### src/rtl/shift_in_165.sv
// shift_in_165: reads a 74HC165 chain by loading it in parallel and then clocking it out MSB-first.
module shift_in_165 #(
  parameter int WIDTH   = 8,
  parameter int CLK_DIV = 2
) (
  input  logic             i_clk,
  input  logic             i_rst_n,
  input  logic             i_Start,
  input  logic             i_QH,
  output logic             o_SH_LD,
  output logic             o_CLK,
  output logic             o_Ready,
  output logic             o_Valid,
  output logic [WIDTH-1:0] o_Data
);
  localparam int PW = $clog2(CLK_DIV + 1);
  localparam int BW = $clog2(WIDTH + 1);
  typedef enum logic [2:0] {IDLE, LOAD, SETTLE, LOW, HIGH, DONE} state_t;
  state_t           state_q, state_d;
  logic [PW-1:0]    ph_q, ph_d, ph_nxt;
  logic [BW-1:0]    bit_q, bit_d;
  logic [WIDTH-1:0] sr_q, sr_d, data_q, data_d;
  logic             sh_ld_q, clk_q, ready_q, valid_q, ph_end;
  assign ph_end  = ph_q == PW'(CLK_DIV - 1);
  assign ph_nxt  = ph_end ? '0 : ph_q + PW'(1);
  assign o_SH_LD = sh_ld_q;
  assign o_CLK   = clk_q;
  assign o_Ready = ready_q;
  assign o_Valid = valid_q;
  assign o_Data  = data_q;
  always_comb begin
    state_d = state_q;
    ph_d    = ph_q;
    bit_d   = bit_q;
    sr_d    = sr_q;
    data_d  = data_q;
    case (state_q)
      IDLE: if (i_Start) begin
        state_d = LOAD;
        ph_d    = '0;
        bit_d   = '0;
      end
      LOAD: begin
        ph_d    = ph_nxt;
        state_d = ph_end ? SETTLE : LOAD;
      end
      SETTLE: begin
        ph_d    = ph_nxt;
        state_d = ph_end ? LOW : SETTLE;
      end
      LOW: begin
        ph_d = ph_nxt;
        // sample at the end of the low phase so QH has had the full phase to settle
        if (ph_end) begin
          sr_d    = WIDTH'({sr_q, i_QH});
          bit_d   = bit_q + BW'(1);
          state_d = (bit_q == BW'(WIDTH - 1)) ? DONE : HIGH;
        end
      end
      HIGH: begin
        ph_d    = ph_nxt;
        state_d = ph_end ? LOW : HIGH;
      end
      DONE: begin
        data_d  = sr_q;
        bit_d   = '0;
        state_d = IDLE;
      end
      default: state_d = IDLE;
    endcase
  end
  always_ff @(posedge i_clk or negedge i_rst_n) begin
    if (!i_rst_n) begin
      state_q <= IDLE;
      ph_q    <= '0;
      bit_q   <= '0;
      sr_q    <= '0;
      data_q  <= '0;
      sh_ld_q <= 1'b1;
      clk_q   <= 1'b0;
      ready_q <= 1'b1;
      valid_q <= 1'b0;
    end else begin
      state_q <= state_d;
      ph_q    <= ph_d;
      bit_q   <= bit_d;
      sr_q    <= sr_d;
      data_q  <= data_d;
      sh_ld_q <= state_d != LOAD;
      clk_q   <= state_d == HIGH;
      ready_q <= state_d == IDLE;
      // the word is published as DONE ends, so the pulse lands in the following cycle
      valid_q <= state_q == DONE;
    end
  end
endmodule

### config.mk
export PLATFORM = sky130hd
export DESIGN_NAME = shift_in_165
export DESIGN_NICKNAME = d
export VERILOG_FILES = /design/src/rtl/shift_in_165.sv
export SDC_FILE = /design/constraint.sdc
export NUM_CORES = 1
export LEC_CHECK = 0
export BUFFER_PORTS_ARGS = -buffer_cell sky130_fd_sc_hd__buf_2
export CAP_MARGIN = 5
export CORE_MARGIN = 3
export CORE_UTILIZATION = 45
export CTS_BUF_LIST = sky130_fd_sc_hd__clkbuf_4
export DETAILED_ROUTE_END_ITERATION = 8
export PLACE_DENSITY = 0.62
export RECOVER_POWER = 100
export SLEW_MARGIN = 20
export SYNTH_ARGS = -nofsm -noshare
export SYNTH_HDL_FRONTEND = slang
export SYNTH_SLANG_ARGS = --single-unit
### constraint.sdc
create_clock -name i_clk -period 3.3 [get_ports i_clk]
set_input_delay 0.165 -clock i_clk [delete_from_list [all_inputs] [get_ports i_clk]]
set_output_delay 0.165 -clock i_clk [all_outputs]
set_load 0.01 [all_outputs]
==> summary.md, run 1 <==
| Metric | Value |
|---|---|
| Via-per-instance ratio | `5.13` |
| Total power | `1.21 mW` |
| Number of setup violations in the final report | `0` |
| Post-synthesis async set-or-reset flop share | `between 90% and 100%` |
| Worst slew margin relative to its limit | `1.35%` |
| Starting utilization of the core area | `approximately half` |
| Number of buffer and inverter instances along the worst setup path | `1` |
| Flip-flop and latch count after synthesis | `29` |
| Number of buffers between clock root and the deepest sink | `2` |
| Syn-to-layout area delta | `7.82%` |
| Dominant combinational cell family by area after synthesis | `simple AND/OR/NAND/NOR gates` |
| Path category of the worst min-delay check | `primary input to flip-flop` |
| Number of levels the H-tree was split into | `2` |
| Detailed placement HPWL | `approximately 1400 um` |
| Slew Viols, Final | `0` |
| Crit path max fanout | `10` |
| Drt wl/cell | `around 13 um` |
| Root buffer cell | `sky130_fd_sc_hd__clkbuf_4` |
| Residual overflow from global routing | `0` |
| Clock network latency to the later pin of the worst-skew pair | `~0.32 ns` |
| Number of warnings printed during yosys synthesis | `0` |
| Start of the worst register-to-register path | `state_q[1]$_DFF_PN0_` |
| Leak Pwr | `0.684 nW` |
| Hold violation total from the final report | `0` |
| R2R setup slack | `1.22 ns` |
| Share of synthesized area occupied by flip-flops and latches | `~57%` |
| Placeable core region | `between 2000 and 3000 sq um` |
| Clock tree from TritonCTS | `yes` |
| Worst hold start | `i_QH` |
| Cell-by-cell trace of the critical path | `nand3b_1 -> inv_1 -> a211oi_1 -> o21ai_0 -> o21ai_1` |
| Adder-cell share of the synthesized area | `less than 1%` |
| I/O Buffers | `15` |
| Row Count | `18` |
| Clock-pin transition on the worst setup and hold timing paths | `0.08 ns` |
| Setup_tns | `0 ns` |
| Diodes inserted | `0` |
| Element type at the critical path end | `flip-flop` |
| Delay of the slowest cell on the worst path | `0.53 ns` |
| DRC violations left | `0` |
| Sinks on the clock net | `29` |
| Required time at the endpoint of the critical path | `approximately 3.6 ns` |
| Number of CTS-inserted buffers | `5` |
| Power Dens Cells | `879 nW/um^2` |
| RSZ-0062 raised after global routing | `no` |
| Post-Synth Simple-Gate Area | `~20%` |
| Total Routing Usage GR | `14.8%` |
| Type of the worst setup path | `flip-flop to flip-flop` |
| Synth Instances | `110` |
| Clock period minus worst slack | `just over 2 ns` |
| Chip Width | `59.3 um` |
| Crit share post-route | `a little over three fifths` |
| Final worst clock skew | `0.0107 ns` |
| First-pass GRT wire length | `3700 um` |
| Number of I/O pins | `16` |
| Critical-path cell with the highest stage delay | `sky130_fd_sc_hd__dfrtp_1` |
| Primary flip-flop cell chosen by synthesis mapping | `sky130_fd_sc_hd__dfrtp_1` |
| Largest net degree at the start of global routing | `30` |
| Highest achievable clock rate | `481 MHz` |
| Total wirelength of the detailed-routed design | `2140 um` |
| Tightest Pin Transition | `1.48 ns` |
| Peak supply drop | `between 0.0005 and 0.0006 V` |
| Non-filler cells in the finished layout | `160` |
| Cell family with most CP delay | `compound AO/OA/AOI/OAI gates` |
| Leading cell types by total area after synthesis | `sky130_fd_sc_hd__dfrtp_1, sky130_fd_sc_hd__nand2_1, sky130_fd_sc_hd__mux2_1` |
| Number of setup buffers added after CTS | `0` |
| Crit path DAT | `between 2 and 2.5 ns` |
| Status | `finished clean` |
| Number of nets in the synthesized netlist | `115` |
| Pre-CTS setup slack | `between 1 and 1.5 ns` |
| Worst hold slack | `around 0.058 ns` |
| Fraction of layout cells with a size suffix above 1 | `a little over an eighth` |
| Launch point of the critical path | `state_q[1]$_DFF_PN0_` |
| Pre-antenna DRT Iters | `4` |
| Syn avg cell area | `11.6 sq um` |
| Library cell with the largest summed area after synthesis | `sky130_fd_sc_hd__dfrtp_1` |
| Number of max-cap violations | `0` |
| Area share of xor/xnor cells in the synthesized design | `0.684%` |
| Area share of the largest cell type after synthesis | `52.8%` |
| Number of antenna violations at the first check in global routing | `0` |
| Via count of the first global-routing pass | `786` |
| Compound-gate portion of the synthesized area | `8.02%` |
| Cell count after placement | `~150` |
| Kind of start point of the critical path | `flip-flop` |
| Via count | `821` |
| Violation count after the first detailed-routing iteration | `18` |
| Syn Std Cell Area | `1280 sq um` |
| Final layout net count | `134` |
| Number of enable flip-flop cells after synthesis | `0` |
| Mux contribution to synthesized area | `9.97%` |
| Die height | `59.3 um` |
| Number of antenna-violating nets in the routed design | `0` |
| Count of cell types in the netlist | `35` |
| Die area | `3520 sq um` |
| Fin worst setup slack | `1.22 ns` |
| Routability congestion estimate | `0.799` |
synth_stat cells (2+ instances only):
cell type,number
sky130_fd_sc_hd__buf_4,2
sky130_fd_sc_hd__buf_6,2
sky130_fd_sc_hd__dfrtp_1,27
sky130_fd_sc_hd__dfstp_2,2
sky130_fd_sc_hd__mux2_1,8
sky130_fd_sc_hd__mux2_2,2
sky130_fd_sc_hd__nand2_1,29
sky130_fd_sc_hd__nand3b_1,2
sky130_fd_sc_hd__nor2_1,5
sky130_fd_sc_hd__o211a_1,2
sky130_fd_sc_hd__o21ai_1,5
cells by family (layout without fill, tap and decap cells):
kind of cell	count (synthesis)	after routing
flops	29	29
compound gates	13	13
xor+xnor	1	1
fa+ha+maj	1	1
buf+inv	6	26
simple gates	49	49
mux	11	11
cells in the final DEF (no fill, tap or decap), types with 2 or more instances in the layout:
cell type	n
sky130_fd_sc_hd__buf_2	2
sky130_fd_sc_hd__clkbuf_1	13
sky130_fd_sc_hd__clkbuf_4	6
sky130_fd_sc_hd__clkinv_2	2
sky130_fd_sc_hd__dfrtp_1	27
sky130_fd_sc_hd__dfstp_2	2
sky130_fd_sc_hd__inv_1	2
sky130_fd_sc_hd__mux2_1	9
sky130_fd_sc_hd__mux2_2	2
sky130_fd_sc_hd__nand2_1	29
sky130_fd_sc_hd__nand3b_1	3
sky130_fd_sc_hd__nor2_1	6
sky130_fd_sc_hd__o211a_1	2
sky130_fd_sc_hd__o21ai_0	3
sky130_fd_sc_hd__o21ai_1	2
area by class of cell:
class / count / area [sq um]
Inverter: 2 / 7.51
Tap cell: 30 / 37.5
Clock inverter: 2 / 10.0
Sequential cell: 29 / 728
Fill cell: 232 / 1210
Multi-Input combinational cell: 75 / 483
Clock buffer: 6 / 45.0
Timing Repair Buffer: 16 / 68.8
where the power goes:
| group | leakage (nW) | internal, mW | total (mW) | switching, mW |
|---|---|---|---|---|
| Combinational | 0.276 | 0.178 | 0.388 | 0.210 |
| Sequential | 0.372 | 0.496 | 0.618 | 0.122 |
| Clock | 0.0354 | 0.0892 | 0.207 | 0.118 |
sequential cells by signal, indices dropped and copies added (netlist names):
signal and flops:
ph_q 2, bit_q 4, sr_q 8, o_SH_LD 1, o_Valid 1, o_Ready 1
o_Data 8, state_q 3, o_CLK 1
timing repair:
item / CTS / global route
hold buffers: 1 / 0
resized for setup: 0 / 0
endpoints found under the hold margin: 27 / 0
per-layer routing:
metal  GRT usage (%)  vias up  part of all wire (%)
li1                -      417                     -
met1            19.2      383                    50
met2            20.1       17                    42
met3            6.75        4                   5.8
met4            8.74        0                   1.8
met5               0        -                     0
through the flow:
stage	util, %	instance area (sq um)
4_1_cts	54.8	1420
3_5_place_dp	52.3	1360
6_report	53.3	1380
2_1_floorplan	-	1280
5_1_grt	53.3	1380
3_3_place_gp	52.3	1360
final timing paths:
| path | end | cells after the start |
|---|---|---|
| worst min-delay path | sr_q[0]$_DFFE_PN0P_ | 2 |
| max in group asynchronous | ph_q[1]$_DFFE_PN0P_ | 2 |
| worst max register to register | bit_q[3]$_DFFE_PN0P_ | 5 |
| min in group asynchronous | o_Data[4]$_DFFE_PN0P_ | 2 |
| worst min register to register | o_Data[7]$_DFFE_PN0P_ | 2 |
| worst max-delay path | bit_q[3]$_DFFE_PN0P_ | 5 |
worst register-to-register path, stage by stage, from the launching register on:
cell and delay, ns:
sky130_fd_sc_hd__dfrtp_1 0.53, sky130_fd_sc_hd__nand3b_1 0.38, sky130_fd_sc_hd__inv_1 0.27, sky130_fd_sc_hd__a211oi_1 0.52
sky130_fd_sc_hd__o21ai_0 0.20, sky130_fd_sc_hd__o21ai_1 0.11
No activity file was read; power rests on OpenSTA's default activity.
==> run 2, diff against run 1 <==
- clock period: 3.3 -> 2.05 ns (I/O delays scaled with it)
==> run 2 against run 1 <==
Compared with the run above:
- via count increased by 2.7%
- clock power increased by 120%
- global-route usage increased by 0.071 points
- wire length decreased by 2.1%
- count of clock-buffer cells in the layout unchanged
- cell area increased by 4.4%
- sequential cell count unchanged
- die area unchanged
- final cell count increased by 1.9%
- hold slack improved by 0.41 ns
- largest power group unchanged
- critical path depth unchanged
- highest routed layer unchanged
- non-clock buffer count increased by 3
==> summary.md, run 2 (same netlist as run 1, synthesis figures left out) <==
| Metric | Value |
|---|---|
| Sinks on the clock net | `29` |
| Total wirelength of the detailed-routed design | `2100 um` |
| Number of antenna-violating nets in the routed design | `0` |
| Setup_tns | `0 ns` |
| Slew Viols, Final | `0` |
| Crit path max fanout | `10` |
| Number of max-cap violations | `0` |
| Largest net degree at the start of global routing | `30` |
| Post-layout util | `about 56%` |
| Leak Pwr | `0.727 nW` |
| Commonest cells after routing, fill and taps aside | `sky130_fd_sc_hd__nand2_1, sky130_fd_sc_hd__dfrtp_1, sky130_fd_sc_hd__clkbuf_1, sky130_fd_sc_hd__mux2_1, sky130_fd_sc_hd__clkbuf_4` |
| I/O Buffers | `15` |
| Number of setup violations in the final report | `0` |
| Fillers | `228` |
| Worst slew margin relative to its limit | `under 10%` |
| Chip Width | `59.3 um` |
| Routability congestion estimate | `0.784` |
| RSZ-0062 raised after global routing | `no` |
| Cell count after placement | `152` |
| Non-filler cells in the finished layout | `roughly 160` |
| Number of levels the H-tree was split into | `2` |
| Syn-to-layout area delta | `12.5%` |
| DRC violations left | `0` |
| Leading cell type in the layout, fill and taps excluded | `sky130_fd_sc_hd__nand2_1` |
| Status | `finished clean` |
| Crit path DAT | `between 2 and 2.5 ns` |
| Final layout net count | `137` |
| Type of the worst setup path | `flip-flop to flip-flop` |
| Via count | `843` |
| R2R setup slack | `0.28 ns` |
| Hold violation total from the final report | `0` |
| Cts hold-fix bufs | `3` |
| Clock period minus worst slack | `1.77 ns` |
| Starting utilization of the core area | `49.4%` |
| Pre-antenna DRT Iters | `4` |
| Die area | `3520 sq um` |
| Fraction of layout cells with a size suffix above 1 | `13.5%` |
| Crit share post-route | `86.3%` |
| Highest achievable clock rate | `565 MHz` |
| Element type at the critical path end | `flip-flop` |
| Required time at the endpoint of the critical path | `2.30 ns` |
| Die height | `slightly below 60 um` |
| Tightest Pin Transition | `1.48 ns` |
| Total Routing Usage GR | `between 10% and 20%` |
| Final worst clock skew | `roughly 0.012 ns` |
| Clock-pin transition on the worst setup and hold timing paths | `around 0.08 ns` |
| Number of I/O pins | `16` |
| Delay of the slowest cell on the worst path | `around 0.53 ns` |
| Power Dens Cells | `1460 nW/um^2` |
| Via count of the first global-routing pass | `765` |
| Number of buffer and inverter instances along the worst setup path | `1` |
| Detailed placement HPWL | `1420 um` |
| Placeable core region | `between 2000 and 3000 sq um` |
| Number of CTS-inserted buffers | `5` |
| Clock tree from TritonCTS | `yes` |
| Cell-by-cell trace of the critical path | `nand3b_4 -> inv_1 -> a211oi_1 -> o21ai_0 -> o21ai_1` |
| Row Count | `18` |
| Root buffer cell | `sky130_fd_sc_hd__clkbuf_4` |
| Number of setup buffers added after CTS | `0` |
| Peak supply drop | `about 0.00095 V` |
| Kind of start point of the critical path | `flip-flop` |
| Residual overflow from global routing | `0` |
| First-pass GRT wire length | `3800 um` |
| Critical-path cell with the highest stage delay | `sky130_fd_sc_hd__dfrtp_1` |
| Clock network latency to the later pin of the worst-skew pair | `0.33 ns` |
| Diodes inserted | `0` |
| Violation count after the first detailed-routing iteration | `18` |
| Via-per-instance ratio | `between 5 and 6` |
| Number of antenna violations at the first check in global routing | `0` |
| Cell family with most CP delay | `compound AO/OA/AOI/OAI gates` |
| Number of buffers between clock root and the deepest sink | `2` |
| Drt wl/cell | `12.9 um` |
| Path category of the worst min-delay check | `flip-flop to flip-flop` |
| Cells resized by post-CTS repair | `0` |
-- run 2: layout make-up --
class / instances / area, sq um / share of cell area (%)
Clock inverter: 2 / 33.8 / 2.35
Tap cell: 30 / 37.5 / 2.61
Clock buffer: 6 / 45.0 / 3.13
Inverter: 2 / 7.51 / 0.521
Sequential cell: 29 / 728 / 50.6
Multi-Input combinational cell: 75 / 492 / 34.1
Timing Repair Buffer: 19 / 96.3 / 6.69
-- run 2: routing by layer --
layer,wire (um),track usage [%],share of wire (%)
met5,0,0,0
met4,43,7.77,2.0
met3,129,5.88,6.1
met2,891,20.6,42
met1,1040,20.0,49
-- run 2: where the power goes --
group | leakage [nW] | switching [mW] | total (mW) | internal (mW)
logic | 0.311 | 0.358 | 0.661 | 0.303
clock network | 0.0433 | 0.194 | 0.461 | 0.267
registers | 0.372 | 0.177 | 0.977 | 0.799
-- run 2: path summary, 6_finish.rpt --
check / startpoint / to / depth (start not counted)
setup / recovery: state_q[1]$_DFF_PN0_ / bit_q[3]$_DFFE_PN0P_ / 5
hold / removal: bit_q[3]$_DFFE_PN0P_ / bit_q[3]$_DFFE_PN0P_ / 1
setup reg to reg: state_q[1]$_DFF_PN0_ / bit_q[3]$_DFFE_PN0P_ / 5
hold reg to reg: bit_q[3]$_DFFE_PN0P_ / bit_q[3]$_DFFE_PN0P_ / 1
max in group asynchronous: i_rst_n / state_q[1]$_DFF_PN0_ / 2
min in group asynchronous: i_rst_n / o_Data[4]$_DFFE_PN0P_ / 2
-- run 2: per-stage QoR --
stage / cell area [sq um] / setup slack [ns] / total power [mW] / hold slack [ns]
after floorplan: 1280 / 0.657 / 1.56 / -0.193
after detailed placement: 1360 / 0.325 / 1.72 / 0.158
after global routing: 1440 / 0.106 / 2.27 / 0.479
after global placement: 1360 / 0.409 / 1.70 / 0.161
after CTS: 1470 / 0.304 / 2.19 / 0.328
final: 1440 / 0.282 / 2.10 / 0.470
-- run 2: worst register-to-register path: cells and delay by family, from the launching register on --
kind / cells / cell delay (ns)
DFF: 1 / 0.53
AOI/OAI and AO/OA: 3 / 0.72
buffers and inverters: 1 / 0.19
and+or+nand+nor: 1 / 0.27
==> run 3, diff against run 2 <==
- clock period: 2.05 -> 2.1 ns (I/O delays scaled with it)
==> run 3 against run 2 <==
Compared with the run above:
- clock skew is 0.00068 ns higher
- sequential cell count stayed put
- wire length is 1.4% lower
- hold slack worse by 0.47 ns
- critical path type unchanged
- largest cell class unchanged
==> summary.md, run 3 (same netlist as run 1, synthesis figures left out) <==
| Metric | Value |
|---|---|
| Status | `finished clean` |
| Clock network latency to the later pin of the worst-skew pair | `0.33 ns` |
| Root buffer cell | `sky130_fd_sc_hd__clkbuf_4` |
| Worst slew margin relative to its limit | `1.51%` |
| Die height | `roughly 59 um` |
| Highest achievable clock rate | `approximately 570 MHz` |
| Number of max-cap violations | `0` |
| Crit share post-route | `between 80% and 90%` |
| Tightest Pin Transition | `1.48 ns` |
| Peak supply drop | `just over 0.0009 V` |
| Row Count | `18` |
| Number of antenna violations at the first check in global routing | `0` |
| RSZ-0062 raised after global routing | `no` |
| Number of buffers between clock root and the deepest sink | `2` |
| Commonest cells after routing, fill and taps aside | `sky130_fd_sc_hd__nand2_1, sky130_fd_sc_hd__dfrtp_1, sky130_fd_sc_hd__clkbuf_1, sky130_fd_sc_hd__mux2_1, sky130_fd_sc_hd__clkbuf_4` |
| Number of antenna-violating nets in the routed design | `0` |
| Total wirelength of the detailed-routed design | `2070 um` |
| Number of setup violations in the final report | `0` |
| Slew Viols, Final | `0` |
| Diodes inserted | `0` |
| DRC violations left | `0` |
| Global Route met2 Usage | `20.4%` |
| Number of levels the H-tree was split into | `2` |
| Die area | `3520 sq um` |
| Clock-pin transition on the worst setup and hold timing paths | `0.08 ns` |
| Violation count after the first detailed-routing iteration | `32` |
| Residual overflow from global routing | `0` |
| Total Routing Usage GR | `14.8%` |
| Hold violation total from the final report | `0` |
| Element type at the critical path end | `flip-flop` |
| Setup_tns | `0 ns` |
| Cells resized by post-CTS repair | `0` |
| Path category of the worst min-delay check | `primary input to flip-flop` |
| Largest net degree at the start of global routing | `30` |
| I/O Buffers | `15` |
| Starting utilization of the core area | `approximately 49%` |
| Final layout net count | `136` |
| Kind of start point of the critical path | `flip-flop` |
| Routability congestion estimate | `0.784` |
| First-pass GRT wire length | `3780 um` |
| Number of setup buffers added after CTS | `0` |
| Sinks on the clock net | `29` |
| Placeable core region | `2590 sq um` |
| Detailed placement HPWL | `1420 um` |
| Pre-antenna DRT Iters | `4` |
| Fraction of layout cells with a size suffix above 1 | `13.6%` |
| Leak Pwr | `0.723 nW` |
| Drt wl/cell | `approximately 13 um` |
| Syn-to-layout area delta | `11.7%` |
| Leading cell type in the layout, fill and taps excluded | `sky130_fd_sc_hd__nand2_1` |
| Number of CTS-inserted buffers | `5` |
| Type of the worst setup path | `flip-flop to flip-flop` |
| Cts hold-fix bufs | `2` |
| Crit path max fanout | `10` |
| Global-route layer with the greatest usage | `met2` |
| Via count | `833` |
| Fillers | `roughly 230` |
| Total power | `2.04 mW` |
| Number of I/O pins | `16` |
| Global Route met1 Usage | `19.9%` |
| Crit path DAT | `2.01 ns` |
| Met3 demand-to-capacity share in global routing | `5.88%` |
| Required time at the endpoint of the critical path | `2.35 ns` |
| Via-per-instance ratio | `a little over 5` |
| Power Dens Cells | `1430 nW/um^2` |
| Clock period minus worst slack | `around 1.8 ns` |
| Chip Width | `59.3 um` |
| Via count of the first global-routing pass | `approximately 760` |
| Final worst clock skew | `0.0128 ns` |
| Clock tree from TritonCTS | `yes` |
==> run 3: power breakdown <==
group	switching (mW)	total, mW	internal (mW)
clock	0.191	0.451	0.261
combinational	0.347	0.641	0.294
sequential	0.173	0.953	0.780
total	0.710	2.04	1.33
==> run 3: final cells by class <==
class / instances / area, sq um / area share (%)
tap: 30 / 37.5 / 2.62
clock buffer: 6 / 45.0 / 3.15
sequential: 29 / 728 / 50.9
inverter: 2 / 7.51 / 0.525
timing repair buffer: 18 / 86.3 / 6.04
clock inverter: 2 / 33.8 / 2.36
multi-input combinational: 75 / 492 / 34.4
==> run 3: critical path, cell delays in order (launching register included) <==
cell,delay (ns)
sky130_fd_sc_hd__dfrtp_1,0.53
sky130_fd_sc_hd__nand3b_4,0.27
sky130_fd_sc_hd__inv_1,0.18
sky130_fd_sc_hd__a211oi_1,0.46
sky130_fd_sc_hd__o21ai_0,0.17
sky130_fd_sc_hd__o21ai_1,0.09
==> run 3: per-stage QoR <==
| step | utilization [%] | setup slack [ns] | instance area [sq um] | instances | hold WS [ns] |
|---|---|---|---|---|---|
| after global placement | 52.6 | 0.459 | 1360 | 152 | 0.163 |
| final | 55.2 | 0.338 | 1430 | 162 | 0.00171 |
| after global routing | 55.2 | 0.160 | 1430 | 162 | 0.00854 |
| after floorplan | - | 0.707 | 1280 | 110 | -0.191 |
| after detailed placement | 52.6 | 0.375 | 1360 | 152 | 0.160 |
| after CTS | 56.4 | 0.354 | 1460 | 162 | 0.00218 |
==> run 3: path summary, 6_finish.rpt <==
| kind | endpoint | start | slack, ns | cells past startpoint |
|---|---|---|---|---|
| max in group asynchronous | state_q[1]$_DFF_PN0_ | i_rst_n | 0.58 | 2 |
| worst min register to register | bit_q[3]$_DFFE_PN0P_ | bit_q[3]$_DFFE_PN0P_ | 0.47 | 1 |
| worst max register to register | bit_q[3]$_DFFE_PN0P_ | state_q[1]$_DFF_PN0_ | 0.34 | 5 |
| worst max-delay path | bit_q[3]$_DFFE_PN0P_ | state_q[1]$_DFF_PN0_ | 0.34 | 5 |
| worst min-delay path | o_SH_LD$_DFF_PN1_ | i_Start | 0.002 | 2 |
| min in group asynchronous | o_Data[4]$_DFFE_PN0P_ | i_rst_n | 0.65 | 2 |
==> run 3: routing by layer <==
metal | vias to the layer above | part of all wire [%]
met3 | 7 | 5.6
met2 | 20 | 42
met4 | 0 | 1.9
met5 | - | 0
met1 | 390 | 50
li1 | 416 | -
